### config.mk
export PLATFORM = sky130hd
export DESIGN_NAME = seq_detect_param
export DESIGN_NICKNAME = d
export VERILOG_FILES = /design/src/rtl/seq_detect_pkg.sv /design/src/rtl/seq_hist_cmp.sv /design/src/rtl/seq_detect_param.sv
export SDC_FILE = /design/constraint.sdc
export NUM_CORES = 1
export LEC_CHECK = 0
export BUFFER_PORTS_ARGS = -buffer_cell sky130_fd_sc_hd__buf_2
export CORE_UTILIZATION = 40
export CTS_CLUSTER_SIZE = 20
export DETAILED_ROUTE_END_ITERATION = 10
export PLACE_DENSITY = 0.74
export REMOVE_ABC_BUFFERS = 1
export SLEW_MARGIN = 10
export SYNTH_ARGS = -nofsm -noshare
export SYNTH_HDL_FRONTEND = slang
export SYNTH_SLANG_ARGS = --single-unit
### constraint.sdc
create_clock -name clk -period 2.6 [get_ports clk]
set_input_delay 0.13 -clock clk [delete_from_list [all_inputs] [get_ports clk]]
set_output_delay 0.13 -clock clk [all_outputs]
set_load 0.01 [all_outputs]
### src/rtl/seq_detect_pkg.sv
`default_nettype none
// ============================================================================
//  Module      : seq_detect_pkg
//  Description : Shared types and defaults for the parametrised serial
//                pattern detector (seq_detect_param / seq_hist_cmp).
//                - state_t      : detector FSM state encoding (2-bit)
//                - PKG_DEF_*    : pattern / length / overlap loaded at reset
//                - clamp_len()  : limits a requested length to the maximum
//  Revision    : 1.0  initial release
// ============================================================================
package seq_detect_pkg;

  typedef enum logic [1:0] {
    ST_HUNT     = 2'd0,
    ST_HIT      = 2'd1,
    ST_DISABLED = 2'd2
  } state_t;

  localparam int                   PKG_PAT_W   = 8;
  localparam logic [PKG_PAT_W-1:0] PKG_DEF_PAT = 8'b0000_1010;
  localparam int                   PKG_DEF_LEN = 4;
  localparam bit                   PKG_DEF_OVL = 1'b1;

  // Lengths beyond the physical history width are treated as the maximum.
  function automatic int clamp_len(input int len, input int max_len);
    return (len > max_len) ? max_len : len;
  endfunction

endpackage
`default_nettype wire

### src/rtl/seq_hist_cmp.sv
`default_nettype none
// ============================================================================
//  Module      : seq_hist_cmp
//  Description : Serial history shift register, fill counter and masked
//                pattern comparator. Reports whether the bit accepted this
//                cycle completes an occurrence of the pattern.
//  Ports       :
//    clk, reset      clock / synchronous active-high reset
//    i_clear         drop all history (configuration reload)
//    i_accept        i_din is taken into the history this cycle
//    i_din           serial data bit
//    i_pat, i_len    active pattern and its length (1..PAT_W)
//    i_ovl           1 = overlapping matches allowed
//    o_match_next    accepted bit completes a match (combinational)
//  Revision    : 1.0  initial release
// ============================================================================
module seq_hist_cmp #(
  parameter int PAT_W = 8,
  parameter int LEN_W = 4
) (
  input  logic             clk,
  input  logic             reset,
  input  logic             i_clear,
  input  logic             i_accept,
  input  logic             i_din,
  input  logic [PAT_W-1:0] i_pat,
  input  logic [LEN_W-1:0] i_len,
  input  logic             i_ovl,
  output logic             o_match_next
);

  localparam logic [LEN_W-1:0] c_FILL_MAX = LEN_W'(PAT_W);

  // Only PAT_W-1 bits are kept: the oldest bit would be shifted out before
  // it could ever take part in a comparison, so the post-shift history
  // is rebuilt from these plus the incoming bit.
  logic [PAT_W-2:0] r_hist;
  logic [LEN_W-1:0] r_fill;

  logic [PAT_W-1:0] w_hist_next;
  logic [LEN_W-1:0] w_fill_inc;
  logic [PAT_W-1:0] w_mask;
  logic             w_match;

  assign w_hist_next = {r_hist, i_din};
  assign w_fill_inc  = (r_fill == c_FILL_MAX) ? r_fill : r_fill + 1'b1;

  // Only the low i_len bits of history/pattern take part in the compare.
  always_comb begin
    w_mask = '0;
    for (int i = 0; i < PAT_W; i++) begin
      w_mask[i] = (i < int'(i_len));
    end
  end

  assign w_match = i_accept && (i_len != '0) && (w_fill_inc >= i_len) &&
                   (((w_hist_next ^ i_pat) & w_mask) == '0);

  assign o_match_next = w_match;

  always_ff @(posedge clk) begin
    if (reset || i_clear) begin
      r_hist <= '0;
      r_fill <= '0;
    end else if (i_accept) begin
      r_hist <= w_hist_next[PAT_W-2:0];
      // Non-overlap mode: a match consumes its bits, so the next match
      // must be built entirely from fresh input.
      r_fill <= (w_match && !i_ovl) ? '0 : w_fill_inc;
    end
  end

endmodule
`default_nettype wire

### src/rtl/seq_detect_param.sv
`default_nettype none
// ============================================================================
//  Module      : seq_detect_param
//  Description : Parametrised Moore serial-pattern detector with a runtime
//                programmable pattern (1..PAT_W bits), overlap/non-overlap
//                mode, input qualifier and saturating match counter.
//  Ports       :
//    clk, reset      clock / synchronous active-high reset
//    i_din           serial data bit
//    i_din_valid     i_din is sampled only when high
//    i_cfg_load      capture i_cfg_pat / i_cfg_len / i_cfg_ovl this cycle
//    i_cfg_pat       pattern, bit [len-1] first-received, bit [0] last
//    i_cfg_len       pattern length (clamped to PAT_W, 0 disables)
//    i_cfg_ovl       1 = overlapping matches allowed
//    o_y             one-cycle match flag per occurrence (Moore)
//    o_match_cnt     saturating match count since reset / cfg load
//    o_active        detector enabled
//  Revision    : 1.0  initial release
// ============================================================================
module seq_detect_param
  import seq_detect_pkg::*;
#(
  parameter int               PAT_W   = PKG_PAT_W,
  parameter int               LEN_W   = 4,
  parameter int               CNT_W   = 8,
  parameter logic [PAT_W-1:0] DEF_PAT = PAT_W'(PKG_DEF_PAT),
  parameter int               DEF_LEN = PKG_DEF_LEN,
  parameter bit               DEF_OVL = PKG_DEF_OVL
) (
  input  logic             clk,
  input  logic             reset,
  input  logic             i_din,
  input  logic             i_din_valid,
  input  logic             i_cfg_load,
  input  logic [PAT_W-1:0] i_cfg_pat,
  input  logic [LEN_W-1:0] i_cfg_len,
  input  logic             i_cfg_ovl,
  output logic             o_y,
  output logic [CNT_W-1:0] o_match_cnt,
  output logic             o_active
);

  localparam logic [LEN_W-1:0] c_LEN_MAX   = LEN_W'(PAT_W);
  localparam logic [LEN_W-1:0] c_RST_LEN   = LEN_W'(clamp_len(DEF_LEN, PAT_W));
  localparam state_t           c_RST_STATE = (c_RST_LEN == '0) ? ST_DISABLED : ST_HUNT;

  logic [PAT_W-1:0] r_pat;
  logic [LEN_W-1:0] r_len;
  logic             r_ovl;
  logic [CNT_W-1:0] r_cnt;
  state_t           r_state;
  state_t           w_state_next;

  logic [LEN_W-1:0] w_cfg_len;
  logic             w_accept;
  logic             w_match;

  assign w_cfg_len = (i_cfg_len > c_LEN_MAX) ? c_LEN_MAX : i_cfg_len;

  // A configuration load wins over data in the same cycle; that bit is lost.
  assign w_accept  = i_din_valid && !i_cfg_load && (r_state != ST_DISABLED);

  seq_hist_cmp #(
    .PAT_W (PAT_W),
    .LEN_W (LEN_W)
  ) u_hist_cmp (
    .clk          (clk),
    .reset        (reset),
    .i_clear      (i_cfg_load),
    .i_accept     (w_accept),
    .i_din        (i_din),
    .i_pat        (r_pat),
    .i_len        (r_len),
    .i_ovl        (r_ovl),
    .o_match_next (w_match)
  );

  // Configuration registers
  always_ff @(posedge clk) begin
    if (reset) begin
      r_pat <= DEF_PAT;
      r_len <= c_RST_LEN;
      r_ovl <= DEF_OVL;
    end else if (i_cfg_load) begin
      r_pat <= i_cfg_pat;
      r_len <= w_cfg_len;
      r_ovl <= i_cfg_ovl;
    end
  end

  // Saturating match counter
  always_ff @(posedge clk) begin
    if (reset || i_cfg_load) begin
      r_cnt <= '0;
    end else if (w_match && (r_cnt != '1)) begin
      r_cnt <= r_cnt + 1'b1;
    end
  end

  // FSM state register
  always_ff @(posedge clk) begin
    if (reset) begin
      r_state <= c_RST_STATE;
    end else begin
      r_state <= w_state_next;
    end
  end

  // FSM next state. w_match is only ever true for an accepted bit, so an
  // idle cycle (i_din_valid low) falls back from HIT to HUNT.
  always_comb begin
    w_state_next = r_state;
    if (i_cfg_load) begin
      w_state_next = (w_cfg_len == '0) ? ST_DISABLED : ST_HUNT;
    end else begin
      case (r_state)
        ST_HUNT:     w_state_next = w_match ? ST_HIT : ST_HUNT;
        ST_HIT:      w_state_next = w_match ? ST_HIT : ST_HUNT;
        ST_DISABLED: w_state_next = ST_DISABLED;
        default:     w_state_next = ST_HUNT;
      endcase
    end
  end

  assign o_y         = (r_state == ST_HIT);
  assign o_active    = (r_state != ST_DISABLED);
  assign o_match_cnt = r_cnt;

endmodule
`default_nettype wire

Word level (Yosys, flattened, before mapping)
Index checks and enable logic that the tools add are counted.

Register bits: 34. Input port bits: 18. Output and inout port bits: 10. Word-level logic and storage cells: 48.

$add $sub $neg: 2. Magnitude comparators: 10. Equal/unequal tests: 5. Mux-type cells: 7. Bitwise gates (word level): 2. Reductions and logical operators: 15.

Operators with widths (number): 3-bit by 4-bit < comparator with 1-bit output (first input constant) (4); 4-bit 2-to-1 mux (3); 8-bit by 1-bit adder with 8-bit output (second input constant) (1); 8-bit AND (1); 8-bit logical NOT (1); 1-bit by 4-bit < comparator with 1-bit output (first input constant) (2); 2-bit by 4-bit < comparator with 1-bit output (first input constant) (2); 8-bit != test (second input constant) (1); 8-bit XOR (1); 1-bit logical AND (7); 4-bit by 1-bit adder with 4-bit output (second input constant) (1); 4-bit equality test (second input constant) (1); 4-bit >= comparator (1); 4-bit greater-than comparator (second input constant) (1); 4-bit logical NOT (1); 2-bit 2-to-1 mux (2); 2-bit one-hot mux with 2 select lines (1); 4-bit nonzero test (1); 2-bit by 1-bit equality test with 1-bit output (second input constant) (1); 2-bit equality test (second input constant) (1); 1-bit logical NOT (2); 2-bit logical NOT (1); 2-bit != test (second input constant) (1); 2-bit OR reduction (1); 2 further kinds (2).

Longest topological paths before layout
Gate-level depths: netlist of the first run.

Depth after elaboration: 9. Mapped depth: 13. Mapped depth without buffers: 12.

Modules after synthesis
A second synthesis of the first run with hierarchy kept.

Cells, all modules: 185. Area total of the unflattened synthesis: 1729.2 sq um.

Modules (own cells, without submodules): seq_detect_param (instances 1, cells an instance 104, area an instance 974.7 sq um, seq. area each 460.4 sq um); seq_hist_cmp (instances 1, cells an instance 81, area an instance 754.5 sq um, seq. area each 220.2 sq um).

Worst setup path before layout of the first run
OpenSTA, ideal clock, no wires.

Kind: reg2reg. Start: register u_hist_cmp.r_fill[0]. End: register r_cnt[6] (netlist: o_match_cnt[6]). Library setup time: 0.070 ns. Arrival: 2.414 ns. Data required time: 2.530 ns. Setup slack: 0.116 ns. Stages on the path, launching flop included: 14. Path buffers: 1. Period minus slack after synthesis: 2.484 ns. Cell sequence: dfxtp_1 inv_1 ha_1 nand2_1 nor2_1 xnor2_1 ha_1 nand2b_1 a2111oi_0 nor4_2 nand3_2 buf_6 or4_1 a21oi_1.

Cells in the longest elaborated chain, start to end: 6. Elaborated cells between the ends (all ways): 7. Those cells by class: add/sub: 1; order compare: 1; eq/ne: 1; mux: 1; reduce/logical: 3.

Ends and longest elaborated chain: from (decl) (RTL line seq_hist_cmp.sv:38) `logic [LEN_W-1:0] r_fill;`; from (signal assigned) (RTL line seq_hist_cmp.sv:69) `r_fill <= (w_match && !i_ovl) ? '0 : w_fill_inc;`; 4-bit by 1-bit adder with 4-bit output or 4-bit equality test (tied branches) (RTL line seq_hist_cmp.sv:46) `assign w_fill_inc = (r_fill == c_FILL_MAX) ? r_fill : r_fill + 1'b1;`; 4-bit 2-to-1 mux * (RTL line seq_hist_cmp.sv:46); 4-bit >= comparator * (RTL line seq_hist_cmp.sv:56) `assign w_match = i_accept && (i_len != '0) && (w_fill_inc >= i_len) &&`; 1-bit logical AND * (2 in a row) (RTL line seq_hist_cmp.sv:56); 1-bit logical AND * (RTL line seq_detect_param.sv:95) `end else if (w_match && (r_cnt != '1)) begin`; to (signal assigned) (RTL line seq_detect_param.sv:96) `r_cnt <= r_cnt + 1'b1;`; to (decl) (RTL line seq_detect_param.sv:50) `logic [CNT_W-1:0] r_cnt;`.

Mark *: on every way between the ends. The rest lies on a longest branch, timed or not. A chain may end at the register's enable or synchronous reset.

Worst setup path in the final report of the first run
Start: register u_hist_cmp.r_fill[0]. End: register r_cnt[5] (netlist: o_match_cnt[5]).

The elaborated chain is that of the path after synthesis.

==> results of run 1 <==
how the worst max path moves through the flow:
| stage | to | slack [ns] | cells after the start |
|---|---|---|---|
| 2_1_floorplan | o_match_cnt[7] | 0.06 | 12 |
| 3_3_place_gp | o_match_cnt[7] | 0.06 | 12 |
| 3_5_place_dp | o_match_cnt[1] | -0.05 | 13 |
| 4_1_cts | u_hist_cmp.r_fill[0] | -0.02 | 13 |
| 5_1_grt | o_match_cnt[5] | -0.20 | 11 |
| 6_report | o_match_cnt[5] | -0.06 | 11 |
metrics by stage:
stage                     worst slack, ns  total power, mW  setup TNS [ns]  instance area (µm²)  cells
after CTS                        -0.01798            1.109        -0.01798                 1994    270
after detailed placement         -0.05180           0.6602         -0.2012                 1866    260
after global routing              -0.2022            1.155         -0.8408                 2121    272
after global placement            0.06265           0.6578               0                 1866    260
after floorplan                   0.06097           0.6173               0                 1623    177
final                            -0.05636            1.104        -0.05636                 2121    272
flip-flops by register name (all words and copies together), names as in the netlist:
name / cells
o_match_cnt: 8
r_len: 4
r_ovl: 1
r_pat: 8
r_state: 2
u_hist_cmp.r_fill: 4
u_hist_cmp.r_hist: 7
worst max-delay path, stage by stage (launching register included):
cell and delay [ns]:
dfxtp_2 0.33, buf_6 0.12, ha_4 0.17, xnor2_4 0.18
nor2_4 0.07, ha_4 0.25, o21a_1 0.11, o211ai_1 0.11
nor4_2 0.36, nand3_2 0.19, or4_4 0.56, a21oi_2 0.15
layer usage:
layer	part of all wire	global-route usage	up-vias
met3	0.036	0.04795	9
met5	0	0	-
met2	0.48	0.2917	37
li1	-	-	731
met1	0.46	0.2164	672
met4	0.023	0.07181	0
Yosys cell counts (all sizes together) (3+ instances only):
cell type | number | share of area
a211o | 3 | 0.016
a21oi | 8 | 0.024
buf | 6 | 0.024
clkbuf | 3 | 0.0067
dfxtp | 34 | 0.41
ha | 7 | 0.052
inv | 8 | 0.018
mux2i | 15 | 0.090
nand2 | 6 | 0.013
nand3 | 8 | 0.027
nand4 | 5 | 0.019
nor2 | 28 | 0.063
nor2b | 4 | 0.015
o21ai | 8 | 0.024
o22ai | 3 | 0.011
o31ai | 3 | 0.013
or4 | 4 | 0.019
xnor2 | 11 | 0.058
repair_timing:
action / in CTS / in global routing
endpoints found under the setup margin: 8 / 12
resized for setup: 2 / 25
buffers inserted: 2 / 2
pin swaps: 2 / 13
cells in the final DEF, fill, tap and decap left out, drive strengths merged, types with 3 or more instances in the layout:
cell    count
buf        37
dfxtp      34
nor2       28
mux2i      15
xnor2      11
o21ai       8
clkbuf      8
nand3       8
a21oi       8
inv         8
ha          7
nand2       6
nand4       5
nor2b       4
or4         4
a211o       3
o22ai       3
o31ai       3
cell type report:
type | instances | area (µm²)
Fill cell | 366 | 1879
Timing Repair Buffer | 37 | 217.7
Tap cell | 50 | 62.56
Inverter | 8 | 30.03
Clock buffer | 8 | 110.1
Multi-Input combinational cell | 135 | 1013
Sequential cell | 34 | 686.9
logic make-up (layout without fill, tap and decap cells):
group | Yosys count | in the layout | share of synthesized area
and+or+nand+nor | 66 | 66 | 0.2010
AOI/OAI and AO/OA | 34 | 34 | 0.1338
DFF | 34 | 34 | 0.4066
buffers and inverters | 17 | 53 | 0.04858
muxes | 15 | 15 | 0.08968
xor gates and xnor gates | 13 | 13 | 0.06801
adders and majority gates | 7 | 7 | 0.05231
power by group:
group          leakage [nW]  internal, mW  switching (mW)  total [mW]
combinational         0.476        0.0543          0.0558       0.110
clock                0.0575         0.267           0.178       0.445
sequential            0.279         0.534          0.0144       0.549
==> flow_summary.yaml, run 1 <==
synth:
  syn_avg_cell_area_um2: 9.001
  synth_enable_flop_cells: 0
  syn_inst: 186
  synthFlopType: "dfxtp_1"
  ys_types: 37
  synth_warnings: 0
  syn-cell-area_mm2: 0.001674
  async_flop_share: 0
  yosysSeqAreaShare: 0.4066
  synth_seq_cells: 34
global_route:
  grt_max_degree: 20
  gr-total-overflow: 0
  grt_pass1_wl_um: 5947
  grt_usage: 0.1774
  grt_pass1_vias: 1340
  antenna_found_initial: 0
outcome:
  outcome: "finished, violations left"
  violations: "negative setup slack"
cells_and_area:
  area_growth_pct: 26.68
  layout-drive-gt1-share: 0.2928
  nNetsFinal: 246
  fin_util: 0.5302
  antenna_cells: 0
timing:
  setup_viol: 1
  setup_ws_ns: -0.05636
  worst_pin_slew_ns: 0.6691
  rsz0062_at_grt: "true"
  slew_headroom: 0.5523
  finalHoldViolCount: 0
  holdWs_ns: 0.05050
  fin_skew_ns: 0.005231
  period_needed_ns: 2.656
  post-route-period-util: 1.022
  slew_viol_final: 0
  timing.fmax_mhz: 376.5
clock_network:
  cts_sinks: 34
  clk_path_buf_depth: 2
  cts_hold_buf: 0
  path_clk_slew_ns: 0.07
  clk_latency_ns: 0.28
  htreeDepth: 2
  cts_root_buffer: "clkbuf_8"
  cts_tree: "yes"
  cts_made_buffers: 5
min_path:
  min_path_type: "in -> reg"
  holdCritStartpoint: "i_cfg_pat[3]"
  hold_end: "r_pat[3]"
  whs_path_depth: 2
die:
  ios: 28
  start_util: 0.4185
  dieArea_mm2: 0.004448
  die_h_um: 66.70
  core_mm2: 0.004000
  die_x_um: 66.70
  num_rows: 23
worst_setup_path:
  arrival_ns: 2.87
  crit_fanout: 6
  timing.rr.end: "o_match_cnt[5]"
  end_kind: "register"
  worst-setup-path-type: "reg -> reg"
  start_kind: "register"
  critPathRequiredTime_ns: 2.81
  regToRegStartpoint: "u_hist_cmp.r_fill[0]"
  startpoint: "u_hist_cmp.r_fill[0]"
  reg2regPathDepth: 11
  r2r_slack_ns: -0.06
route:
  first_pass_iters: 4
  routed_wl_um: 3628
  drtIter0Drc: 62
  postRouteAntennaNets: 0
  wl_per_cell_um: 13.34
  vias: 1449
  drc: 0
  vias_per_cell: 5.327
placed_design:
  io_buffers: 27
  dpl.hpwl_um: 2471
  place.gp.congestion: 0.8130
pwr:
  irDropWorstVdd_uv: 460.3
  power_density_mw_per_mm2: 520.5
  leakage_nw: 0.8119
flow_run:
  maxCapViolations: 0
Power figures use the tool's default switching activity.
==> run 2, diff against run 1 <==
Settings changed: CORE_ASPECT_RATIO set to 1.2, PLACE_DENSITY 0.74 to 0.72.
Clock period 2.6 ns to 3.3 ns, I/O delays scaled along.
==> flow_summary.yaml, run 2 (synthesized netlist as in run 1, its figures left out) <==
worst_setup_path:
  max_stage_delay_ns: 0.52
  path_buf_inv: 1
  crit_top_cell: "ha_1"
  critPathRequiredTime_ns: 3.52
  path_cells: "inv_1, ha_1, nand2_1, nor2_1, xnor2_1, ha_1, nand2b_1, a2111oi_0, nor4_2, nand3_2, or4_1, a21oi_1"
  arrival_ns: 3.04
  crit_slowest_cell: "or4_1"
  startpoint: "u_hist_cmp.r_fill[0]"
  end_kind: "register"
  crit_fanout: 12
  regToRegStartpoint: "u_hist_cmp.r_fill[0]"
  start_kind: "register"
  worst-setup-path-type: "reg -> reg"
  crit_family: "simple AND/OR/NAND/NOR gates"
pwr:
  pwr-share-comb: 0.083
  leakage_nw: 0.7505
  power_frac_seq: 0.486
  switching_share: 0.2348
  p_int_mw: 0.6809
  power_density_mw_per_mm2: 458.8
  clkPwrFrac: 0.431
  irDropWorstVdd_uv: 350.6
  p_sw_mw: 0.2089
cells_and_area:
  layout_commonest_cell: "dfxtp_1"
  area_growth_pct: 15.84
  antenna_cells: 0
  layout-drive-gt1-share: 0.1887
  stdcell_count: 266
  nNetsFinal: 236
  postLayoutCellArea_mm2: 0.001939
  layout_common_cells: "dfxtp_1 (34), nor2_1 (28), buf_2 (27)"
  fill_cells: 396
clock_network:
  htreeDepth: 2
  cts_made_buffers: 5
  path_clk_slew_ns: 0.07
  cts_tree: "yes"
  cts_hold_buf: 0
  postCtsSetupBuffers: 0
  clk_latency_ns: 0.29
  cts_resized: 0
  cts_sinks: 34
  clk_path_buf_depth: 2
  cts_root_buffer: "clkbuf_8"
route:
  wl_per_cell_um: 12.45
  postRouteAntennaNets: 0
  vias: 1358
  routed_wl_um: 3311
  drtIter0Drc: 27
  vias_per_cell: 5.105
  drc: 0
  first_pass_iters: 4
die:
  die_h_um: 72.87
  core_mm2: 0.003973
  die_x_um: 61.06
  ios: 28
  start_util: 0.4214
  dieArea_mm2: 0.004449
  num_rows: 25
timing:
  fin_skew_ns: 0.005240
  period_needed_ns: 2.812
  slew_viol_final: 0
  worst_pin_slew_ns: 0.7017
  setup_viol: 0
  slew_headroom: 0.5305
  post-route-period-util: 0.8522
  fin_setup_tns_ns: 0
  rsz0062_at_grt: "false"
  timing.fmax_mhz: 355.6
  finalHoldViolCount: 0
  holdWs_ns: 0.07479
global_route:
  gr-total-overflow: 0
  grt_max_degree: 21
  grt_usage: 0.1692
  grt_pass1_vias: 1275
  antenna_found_initial: 0
  grt_pass1_wl_um: 5478
placed_design:
  placed_area_mm2: 0.001826
  dpl.hpwl_um: 2406
  io_buffers: 27
  place_inst: 258
  place.gp.congestion: 0.8171
min_path:
  holdCritStartpoint: "i_cfg_pat[1]"
  min_path_type: "in -> reg"
outcome:
  outcome: "finished clean"
flow_run:
  maxCapViolations: 0
-- run 2: cell type report --
class | instances | area (µm²) | area share
Multi-Input combinational cell | 135 | 912.1 | 0.4703
Tap cell | 54 | 67.56 | 0.03484
Clock inverter | 3 | 45.04 | 0.02323
Clock buffer | 5 | 68.82 | 0.03548
Timing Repair Buffer | 27 | 135.1 | 0.06968
Inverter | 8 | 30.03 | 0.01548
Sequential cell | 34 | 680.7 | 0.3510
-- run 2: path summary, 6_finish.rpt --
check | slack [ns] | end | cells past startpoint
setup / recovery | 0.49 | o_match_cnt[7] | 12
hold reg to reg | 0.45 | r_state[0] | 1
hold / removal | 0.07 | r_pat[1] | 2
setup reg to reg | 0.49 | o_match_cnt[7] | 12
-- run 2: per-stage QoR --
step           power [mW]    util  setup slack (ns)
6_report           0.8898  0.4882            0.4877
4_1_cts            0.9000  0.4882            0.4721
5_1_grt            0.9288  0.4882            0.1878
3_3_place_gp       0.5149  0.4595            0.5889
3_5_place_dp       0.5166  0.4595            0.4907
2_1_floorplan      0.4863       -            0.7610
-- run 2: metal layers --
layer | up-vias | wire length (µm) | global-route usage
li1 | 706 | - | -
met1 | 627 | 1504 | 0.2018
met2 | 19 | 1644 | 0.2742
met3 | 6 | 97 | 0.04787
met4 | 0 | 64 | 0.08081
met5 | - | 0 | 0
-- run 2: power by group through the flow --
| stage | Combinational, mW | Sequential [mW] | Clock [mW] |
|---|---|---|---|
| 5_1_grt | 0.0830 | 0.434 | 0.412 |
| 2_1_floorplan | 0.0474 | 0.439 | 0 |
| 4_1_cts | 0.0748 | 0.432 | 0.393 |
| 3_3_place_gp | 0.0733 | 0.442 | 0 |
| 3_5_place_dp | 0.0748 | 0.442 | 0 |
| 6_report | 0.0740 | 0.432 | 0.383 |
